==> src/rtl/config_loader_pkg.sv <==
`default_nettype none
// ============================================================================
// Module      : config_loader_pkg
// Description : Shared widths, FSM state encoding and helper functions for
//               the serial configuration frame loader.
// Revision    : 1.0 - initial release
// ============================================================================
package config_loader_pkg;

    // Default frame field widths
    localparam int c_DEFAULT_WORD_W = 32;
    localparam int c_DEFAULT_ID_W   = 8;

    // Loader FSM state encoding
    typedef logic [1:0] state_t;
    localparam logic [1:0] c_IDLE = 2'd0;
    localparam logic [1:0] c_ADDR = 2'd1;
    localparam logic [1:0] c_DATA = 2'd2;
    localparam logic [1:0] c_PAR  = 2'd3;

    // Larger of two integers, used to size the shared bit counter
    function automatic int f_max(input int a, input int b);
        return (a > b) ? a : b;
    endfunction

    // True when the low 'width' bits of addr are all ones (broadcast address)
    function automatic logic f_is_broadcast(input logic [31:0] addr, input int width);
        logic all_ones;
        all_ones = 1'b1;
        for (int i = 0; i < 32; i++) begin
            if ((i < width) && !addr[i]) begin
                all_ones = 1'b0;
            end
        end
        return all_ones;
    endfunction

endpackage
`default_nettype wire

==> src/rtl/config_shift_reg.sv <==
`default_nettype none
// ============================================================================
// Module      : config_shift_reg
// Description : MSB-first serial-in shift register with shift enable and
//               clear. Clear together with enable loads the incoming bit into
//               an otherwise zeroed register (start of a new field).
// Revision    : 1.0 - initial release
// ============================================================================
module config_shift_reg
    import config_loader_pkg::*;
#(
    parameter int W = c_DEFAULT_ID_W
) (
    input  logic         clk,
    input  logic         rst,
    input  logic         i_clr,
    input  logic         i_en,
    input  logic         i_bit,
    output logic [W-1:0] o_q
);

    logic [W-1:0] r_q;

    // Shift new bits in at the LSB so the first bit received ends up as MSB
    always_ff @(posedge clk or negedge rst) begin
        if (!rst) begin
            r_q <= '0;
        end else if (i_clr && i_en) begin
            r_q <= W'(i_bit);
        end else if (i_clr) begin
            r_q <= '0;
        end else if (i_en) begin
            r_q <= (r_q << 1) | W'(i_bit);
        end
    end

    assign o_q = r_q;

endmodule
`default_nettype wire

==> src/rtl/config_frame_loader.sv <==
`default_nettype none
// ============================================================================
// Module      : config_frame_loader
// Description : Serial configuration loader for one switch_box tile. Decodes
//               an addressed frame (address, data word, optional parity) from
//               the configuration chain, strobes the word to the tile when the
//               address matches TILE_ID or broadcast, and forwards the raw
//               stream one cycle later to the next tile.
// Options     : CONFIG_LOADER_PARITY_EN - append an even-parity bit to every
//               frame and reject frames whose parity is wrong.
// Revision    : 1.0 - initial release
// ============================================================================
module config_frame_loader
    import config_loader_pkg::*;
#(
    parameter int              WORD_W  = c_DEFAULT_WORD_W,
    parameter int              ID_W    = c_DEFAULT_ID_W,
    parameter logic [ID_W-1:0] TILE_ID = '0
) (
    input  logic              clk,
    input  logic              rst,
    input  logic              bit_valid,
    input  logic              bit_in,
    input  logic              frame_start,
    output logic              config_en,
    output logic [WORD_W-1:0] config_data,
    output logic              busy,
    output logic              frame_err,
    output logic              bit_valid_out,
    output logic              bit_out,
    output logic              frame_start_out
);

    localparam int              CNT_W       = $clog2(f_max(ID_W, WORD_W) + 1);
    localparam logic [CNT_W-1:0] c_ADDR_LAST = CNT_W'(ID_W - 1);
    localparam logic [CNT_W-1:0] c_DATA_LAST = CNT_W'(WORD_W - 1);

    state_t            r_state;
    logic [CNT_W-1:0]  r_cnt;
    logic              r_match;
    logic              r_config_en;
    logic [WORD_W-1:0] r_config_data;
    logic              r_frame_err;
    logic              r_fwd_valid;
    logic              r_fwd_bit;
    logic              r_fwd_start;

    logic [ID_W-1:0]   w_addr_q;
    logic [WORD_W-1:0] w_data_q;
    logic [ID_W-1:0]   w_addr_next;
    logic              w_match_val;
    logic              w_start;

    state_t            w_state_nxt;
    logic [CNT_W-1:0]  w_cnt_nxt;
    logic              w_addr_clr;
    logic              w_addr_en;
    logic              w_data_clr;
    logic              w_data_en;
    logic              w_match_ld;
    logic              w_commit;
    logic [WORD_W-1:0] w_commit_word;
    logic              w_err;

    // A start bit is only meaningful when it is also a valid stream bit
    assign w_start     = bit_valid & frame_start;
    // Address value including the bit arriving this cycle
    assign w_addr_next = (w_addr_q << 1) | ID_W'(bit_in);
    assign w_match_val = (w_addr_next == TILE_ID) || f_is_broadcast(32'(w_addr_next), ID_W);

`ifdef CONFIG_LOADER_PARITY_EN
    logic r_par;
    logic w_par_ok;

    // Even parity: running XOR of every bit of the frame so far plus this one
    assign w_par_ok = ~(r_par ^ bit_in);

    // Accumulate parity over the address and data bits of the current frame
    always_ff @(posedge clk or negedge rst) begin
        if (!rst) begin
            r_par <= 1'b0;
        end else if (w_start) begin
            r_par <= bit_in;
        end else if (bit_valid && (r_state != c_IDLE)) begin
            r_par <= r_par ^ bit_in;
        end
    end
`else
    logic [WORD_W-1:0] w_data_next;

    // Without parity the last data bit commits directly, so include it here
    assign w_data_next = (w_data_q << 1) | WORD_W'(bit_in);
`endif

    config_shift_reg #(
        .W (ID_W)
    ) u_addr_sr (
        .clk   (clk),
        .rst   (rst),
        .i_clr (w_addr_clr),
        .i_en  (w_addr_en),
        .i_bit (bit_in),
        .o_q   (w_addr_q)
    );

    config_shift_reg #(
        .W (WORD_W)
    ) u_data_sr (
        .clk   (clk),
        .rst   (rst),
        .i_clr (w_data_clr),
        .i_en  (w_data_en),
        .i_bit (bit_in),
        .o_q   (w_data_q)
    );

    // Frame sequencing: a start bit always (re)opens a frame, aborting any
    // frame in progress; other valid bits advance the current field
    always_comb begin
        w_state_nxt   = r_state;
        w_cnt_nxt     = r_cnt;
        w_addr_clr    = 1'b0;
        w_addr_en     = 1'b0;
        w_data_clr    = 1'b0;
        w_data_en     = 1'b0;
        w_match_ld    = 1'b0;
        w_commit      = 1'b0;
        w_commit_word = w_data_q;
        w_err         = 1'b0;

        if (w_start) begin
            w_err       = (r_state != c_IDLE);
            w_state_nxt = c_ADDR;
            w_cnt_nxt   = CNT_W'(1);
            w_addr_clr  = 1'b1;
            w_addr_en   = 1'b1;
            w_data_clr  = 1'b1;
        end else if (bit_valid) begin
            case (r_state)
                c_ADDR: begin
                    w_addr_en = 1'b1;
                    if (r_cnt == c_ADDR_LAST) begin
                        w_state_nxt = c_DATA;
                        w_cnt_nxt   = '0;
                        w_match_ld  = 1'b1;
                    end else begin
                        w_cnt_nxt = r_cnt + CNT_W'(1);
                    end
                end
                c_DATA: begin
                    w_data_en = 1'b1;
                    if (r_cnt == c_DATA_LAST) begin
`ifdef CONFIG_LOADER_PARITY_EN
                        w_state_nxt = c_PAR;
                        w_cnt_nxt   = '0;
`else
                        w_state_nxt   = c_IDLE;
                        w_cnt_nxt     = '0;
                        w_commit      = r_match;
                        w_commit_word = w_data_next;
`endif
                    end else begin
                        w_cnt_nxt = r_cnt + CNT_W'(1);
                    end
                end
`ifdef CONFIG_LOADER_PARITY_EN
                c_PAR: begin
                    w_state_nxt = c_IDLE;
                    w_cnt_nxt   = '0;
                    w_commit    = r_match & w_par_ok;
                    w_err       = ~w_par_ok;
                end
`endif
                default: begin
                    // IDLE: non-start bits belong to no frame and are ignored
                end
            endcase
        end
    end

    // FSM state, bit counter and latched address-match flag
    always_ff @(posedge clk or negedge rst) begin
        if (!rst) begin
            r_state <= c_IDLE;
            r_cnt   <= '0;
            r_match <= 1'b0;
        end else begin
            r_state <= w_state_nxt;
            r_cnt   <= w_cnt_nxt;
            if (w_match_ld) begin
                r_match <= w_match_val;
            end
        end
    end

    // Commit strobe, held configuration word and error pulse
    always_ff @(posedge clk or negedge rst) begin
        if (!rst) begin
            r_config_en   <= 1'b0;
            r_config_data <= '0;
            r_frame_err   <= 1'b0;
        end else begin
            r_config_en <= w_commit;
            r_frame_err <= w_err;
            if (w_commit) begin
                r_config_data <= w_commit_word;
            end
        end
    end

    // Daisy-chain forwarding: raw inputs delayed by exactly one cycle
    always_ff @(posedge clk or negedge rst) begin
        if (!rst) begin
            r_fwd_valid <= 1'b0;
            r_fwd_bit   <= 1'b0;
            r_fwd_start <= 1'b0;
        end else begin
            r_fwd_valid <= bit_valid;
            r_fwd_bit   <= bit_in;
            r_fwd_start <= frame_start;
        end
    end

    assign config_en       = r_config_en;
    assign config_data     = r_config_data;
    assign frame_err       = r_frame_err;
    assign busy            = (r_state != c_IDLE);
    assign bit_valid_out   = r_fwd_valid;
    assign bit_out         = r_fwd_bit;
    assign frame_start_out = r_fwd_start;

endmodule
`default_nettype wire

==> config.mk <==
export PLATFORM = sky130hd
export DESIGN_NAME = config_frame_loader
export DESIGN_NICKNAME = d
export VERILOG_FILES = /design/src/rtl/config_loader_pkg.sv /design/src/rtl/config_shift_reg.sv /design/src/rtl/config_frame_loader.sv
export SDC_FILE = /design/constraint.sdc
export NUM_CORES = 1
export LEC_CHECK = 0
export ABC_CLOCK_PERIOD_IN_PS = 1900
export BUFFER_PORTS_ARGS = -buffer_cell sky130_fd_sc_hd__buf_2
export CELL_PAD_IN_SITES_DETAIL_PLACEMENT = 0
export CELL_PAD_IN_SITES_GLOBAL_PLACEMENT = 2
export CORE_MARGIN = 3
export CORE_UTILIZATION = 35
export DETAILED_ROUTE_END_ITERATION = 8
export PLACE_DENSITY_LB_ADDON = 0.1
export SYNTH_ARGS = -nofsm -noshare
export SYNTH_HDL_FRONTEND = slang
export SYNTH_SLANG_ARGS = --single-unit
export TNS_END_PERCENT = 20
==> constraint.sdc <==
create_clock -name clk -period 1.9 [get_ports clk]
set_input_delay 0.285 -clock clk [delete_from_list [all_inputs] [get_ports clk]]
set_output_delay 0.285 -clock clk [all_outputs]
set_load 0.005 [all_outputs]
==> out/results.ini, run 1 <==
[clock_tree]
clock_tree.root_cell = clkbuf_8
insertion_delay_ns = 0.35
numCtsBuffers = 9
cts_tree = yes
cts_sinks = 84
clockBufferDepth = 2
cts-resized-gates = 0
ctsHtreeMaxLevel = 3
path_clk_slew_ns = 0.09

[global_route]
grt_antenna_before_repair = 0
grt_pass1_vias = 2153
grt-ovfl-total = 0
grt_usage_pct = 12.5
grt_pass1_wl_um = 11100
grt_max_degree = 39

[synth]
synthTopCellsByArea = dfrtp_1 (61%), mux2_4 (13%), a22o_1 (6.6%)
syn_area_per_cell_sq_um = 13.4
synth_cell_types = 44
synth-edff-count = 0
syn-cell-area_sq_um = 3450
synth-main-ff-cell = dfrtp_1
synth_top_family_by_area = multiplexers
ys_seq_area_share_pct = 61.0
synthSimpleGateAreaFrac_pct = 9.33
muxShareOfSynthArea_pct = 13.9
synth_top_cell_area_share_pct = 61.0
synth_compound_gate_area_share_pct = 12.0
synthArstFlopShare_pct = 100
ys_warn_count = 0
synthAdderAreaFrac_pct = 0.363
syn_nets = 264
yosys.area.top_type = dfrtp_1
ys_ff_latch = 84
synth_xor_area_share_pct = 0.508
synthCells = 258

[worst_setup_path]
r2r-start = r_cnt[0]
critical_path_class = reg -> reg
cp-start-kind = flop
end_kind = flop
required_ns = 2.13
critPathMaxFanout = 33
cp_data_arrival_time_ns = 1.99
rr_worst_depth = 6
rr_endpoint = config_data[1]
r2r_setup_slack_ns = 0.14

[sta]
rsz0062_at_grt = false
fmax_ghz = 0.569
setup_ws_ns = 0.142
skew_ns = 0.0103
setup_tns_ns = 0
finalSetupViolCount = 0
worst_slew_pin_slew_ns = 0.462
finalCriticalPeriod_ns = 1.76
slew_headroom_pct = 69.2
final_hold_viol_count = 0
final_max_slew_viol_count = 0
fin_crit_sh_pct = 92.5

[floorplan]
die_x_um = 105
core_sq_um = 9420
num_io_pins = 43
dieArea_sq_um = 11100
initial_core_util_pct = 36.6
rows = 35
chipHeight_um = 105

[layout]
final_cell_mix = dfrtp_1 (84), buf_2 (41), nand2_1 (32), mux2_4 (29), a22o_1 (26)
seq_area_sq_um = 2100
fin_cells = 442
utilization_pct = 43.0
diodes = 0
final_common_cell = dfrtp_1
syn_to_final_growth_pct = 17.4
drive_above_1_share_pct = 33.5
fin_nets = 315
fillers = 905
multi_input_comb_area_sq_um = 1250

[worst_hold_path]
hp-start = frame_start
hold_class = in -> reg
whs_endpoint = frame_start_out
hold_depth = 1

[drt]
wl_per_cell_um = 14.6
wirelength_um = 6460
drt-pass1-iter-count = 4
viasPerCell = 4.79
first_iter_violations = 44
antenna_left = 0
dr_total_vias = 2115
drc = 0

[power_and_ir_drop]
irDropWorstVdd_v = 0.000512
power_leakage_nw = 2.08
finalPower_w = 0.00361
pwr_density_cell_nw_per_um2 = 891

[placed_design]
dp_hpwl_um = 4390
dp_cells = 425
gp_congestion = 0.799
place_ws_ns = 0.142
numPortBuffers = 42

[flow_run]
cap_violations = 0

[status]
status = completed

==> synth_stat cells, drive strengths merged (4+ instances only) <==
master / number
nand2: 32
o21ai: 4
nor2: 11
dfrtp: 84
inv: 5
a22o: 26
buf: 10
a21oi: 15
nand2b: 4
mux2: 33
==> worst max-delay path by stage <==
| stage | startpoint | to | slack [ns] | cells past startpoint |
|---|---|---|---|---|
| after floorplan | r_cnt[0] | config_data[10] | 0.28 | 6 |
| after global placement | r_cnt[0] | config_data[0] | 0.19 | 6 |
| after detailed placement | r_cnt[0] | config_data[0] | 0.14 | 6 |
| after CTS | r_cnt[0] | config_data[1] | 0.12 | 6 |
| after global routing | r_cnt[0] | config_data[1] | 0.03 | 6 |
| final | r_cnt[0] | config_data[1] | 0.14 | 6 |
==> through the flow <==
step	hold WS, ns	area [sq um]
2_1_floorplan	-0.0106	3450
3_3_place_gp	0.223	3830
3_5_place_dp	0.222	3830
4_1_cts	0.0698	4040
5_1_grt	0.0761	4050
6_report	0.0938	4050
==> power breakdown <==
group / leakage (nW) / switching (W) / internal, W
Combinational: 0.841 / 0.000198 / 0.000152
Sequential: 1.15 / 0.0000958 / 0.00187
Clock: 0.0938 / 0.000675 / 0.000616
==> routing by layer <==
| layer | share of wire, % | track usage [%] | wire length, um | up-vias |
|---|---|---|---|---|
| met2 | 47 | 19.9 | 3050 | 33 |
| met3 | 3.4 | 3.55 | 221 | 10 |
| met4 | 1.5 | 4.50 | 94 | 0 |
| li1 | - | - | - | 1021 |
| met1 | 48 | 16.3 | 3100 | 1051 |
| met5 | 0 | 0 | 0 | - |
==> registers in the layout, indices dropped and copies added, names as in the netlist <==
signal,cells
bit_out,1
bit_valid_out,1
frame_start_out,1
frame_err,1
r_match,1
config_data,32
config_en,1
r_cnt,6
r_state,2
u_data_sr.o_q,31
u_addr_sr.o_q,7
==> layout make-up <==
type,instances,share of cell area (%)
Inverter,5,0.464
Sequential cell,84,51.9
Tap cell,129,3.99
Multi-Input combinational cell,156,30.8
Clock inverter,6,1.82
Timing Repair Buffer,53,7.97
Clock buffer,9,3.06
==> critical path: stages, from the launching register on <==
cell and delay (ns):
dfrtp_1 0.42, ha_1 0.22, nand3b_1 0.16, nor2_2 0.19
nand3_2 0.11, buf_12 0.20, mux2_1 0.33
==> cell families (layout without fill, tap and decap cells) <==
group | Yosys count | after routing
xor+xnor | 2 | 2
simple gates | 64 | 64
mux | 33 | 33
flops | 84 | 84
buf+inv | 18 | 73
fa+ha+maj | 1 | 1
compound gates | 56 | 56
==> what timing repair did <==
item	in CTS	in global routing
hold buffers	1	0
setup endpoints to repair	0	1
hold endpoints to repair	26	0
buffers inserted	0	1
Power figures use the tool's default switching activity.
==> run 2: changes to the inputs <==
Settings changed: CORE_ASPECT_RATIO set to 0.8.
==> run 2 against run 1 <==
Effect of this change: maximum frequency decreased by 0.22%; critical path depth stayed put; clock power up 31%; first-iteration DRC count up 140%; sequential share of layout area down 0.88 points; power rose by 12%; sequential power barely moved; clock-buffer cell count up 2; core utilization increased by 1.2 points; largest power group unchanged.
==> out/results.ini, run 2 (synthesized netlist as in run 1, its figures left out) <==
[worst_setup_path]
required_ns = 2.11
cp_slowest_cell = dfrtp_1
rr_worst_depth = 6
cp_data_arrival_time_ns = 1.98
path_delay_family = flip-flops
slowest_delay_ns = 0.40
critical_path_class = reg -> reg
cp_cell_sequence = ha_1 -> nand3b_1 -> nor2_2 -> nand3_2 -> buf_12 -> mux2_1
r2r-start = r_cnt[1]
end_kind = flop
cp-start-kind = flop
r2r_setup_slack_ns = 0.14
rr_endpoint = config_data[1]
critPathMaxFanout = 33
cp.buffers_inverters = 1

[sta]
skew_ns = 0.00681
slew_headroom_pct = 66.8
setup_tns_ns = 0
rsz0062_at_grt = false
final_max_slew_viol_count = 0
fmax_ghz = 0.568
setup_ws_ns = 0.138
worst_slew_pin_slew_ns = 0.497
finalSetupViolCount = 0
whs_ns = 0.0860
finalCriticalPeriod_ns = 1.76
fin_crit_sh_pct = 92.7
final_hold_viol_count = 0

[drt]
wl_per_cell_um = 16.4
viasPerCell = 5.03
wirelength_um = 7050
drc = 0
dr_total_vias = 2159
drt-pass1-iter-count = 4
first_iter_violations = 104
antenna_left = 0

[layout]
final_cell_mix = dfrtp_1 (84), buf_2 (41), nand2_1 (32), mux2_4 (29), a22o_1 (26)
final_common_cell = dfrtp_1
diodes = 0
largest_reg_flops = 32
utilization_pct = 44.2
syn_to_final_growth_pct = 19.4
fin_nets = 315
drive_above_1_share_pct = 33.1

[clock_tree]
cts-resized-gates = 0
insertion_delay_ns = 0.34
clockBufferDepth = 2
ctsHtreeMaxLevel = 3
numCtsBuffers = 9
cts_sinks = 84
clock_tree.root_cell = clkbuf_16
path_clk_slew_ns = 0.06
cts_tree = yes

[global_route]
grt_max_degree = 34
grt_pass1_vias = 2089
grt_pass1_wl_um = 11300
grt_antenna_before_repair = 0
grt-ovfl-total = 0
grt_usage_pct = 13.7

[placed_design]
dp_hpwl_um = 4580
place_ws_ns = 0.183
gp_congestion = 0.771
numPortBuffers = 42

[floorplan]
rows = 31
chipHeight_um = 94.8
die_x_um = 117
initial_core_util_pct = 37.0
num_io_pins = 43
dieArea_sq_um = 11100
core_sq_um = 9310

[power_and_ir_drop]
irDropWorstVdd_v = 0.000507
pwr_density_cell_nw_per_um2 = 984
finalPower_w = 0.00405
power_leakage_nw = 2.13

[status]
status = completed

[worst_hold_path]
hp-start = frame_start
whs_endpoint = frame_start_out
hold_depth = 1
hold_class = in -> reg

[flow_run]
cap_violations = 0

## run 2: changes by cell type in the layout (fill, tap and decap cells not counted), sizes merged
| cell | delta |
|---|---|
| clkinv | +2 |
| clkinvlp | -1 |
| clkbuf | +2 |
| inv | -2 |
## run 2: power by group
part | switching (W) | internal, W
clock | 0.000677 | 0.00101
combinational | 0.000224 | 0.000178
sequential | 0.0000899 | 0.00187
## run 2: timing repair
action | 4_1_cts | 5_1_grt
setup buffers | 0 | 0
hold buffers | 1 | 0
hold endpoints to repair | 30 | 0
## run 2: through the flow
stage,cell area (sq um),std cells
2_1_floorplan,3450,258
3_3_place_gp,3820,412
3_5_place_dp,3820,412
4_1_cts,4120,429
5_1_grt,4120,429
6_report,4120,429
## run 2: area by class of cell
cell class / count / area (sq um)
repair buffers: 53 / 323
inverters: 5 / 18.8
well taps: 115 / 144
clock buffers: 11 / 233
flip-flops and latches: 84 / 2100
fillers: 882 / 5190
multi-input cells: 156 / 1250
clock inverters: 5 / 52.6
## run 2: metal layers
layer  wire [um]  part of all wire (%)  track usage (%)  vias to the layer above
li1            -                     -                -                     1018
met1        3820                    54             20.2                     1082
met2        2800                    40             17.6                       46
met3         288                   4.1             4.80                       13
met4         141                   2.0             6.40                        0
met5           0                     0                0                        -
## run 2: worst max path at each step
stage	end	cells past startpoint	startpoint	slack [ns]
after floorplan	config_data[10]	6	r_cnt[0]	0.28
after CTS	config_data[1]	6	r_cnt[1]	0.16
after global routing	r_state[1]	5	r_cnt[1]	0.07
after detailed placement	config_data[0]	6	r_cnt[1]	0.18
after global placement	config_data[2]	6	r_cnt[0]	0.21
final	config_data[1]	6	r_cnt[1]	0.14
## run 2: worst reg2reg max path: stages, from the launching register on
cell,delay [ns]
dfrtp_1,0.40
ha_1,0.22
nand3b_1,0.20
nor2_2,0.08
nand3_2,0.10
buf_12,0.25
mux2_1,0.39
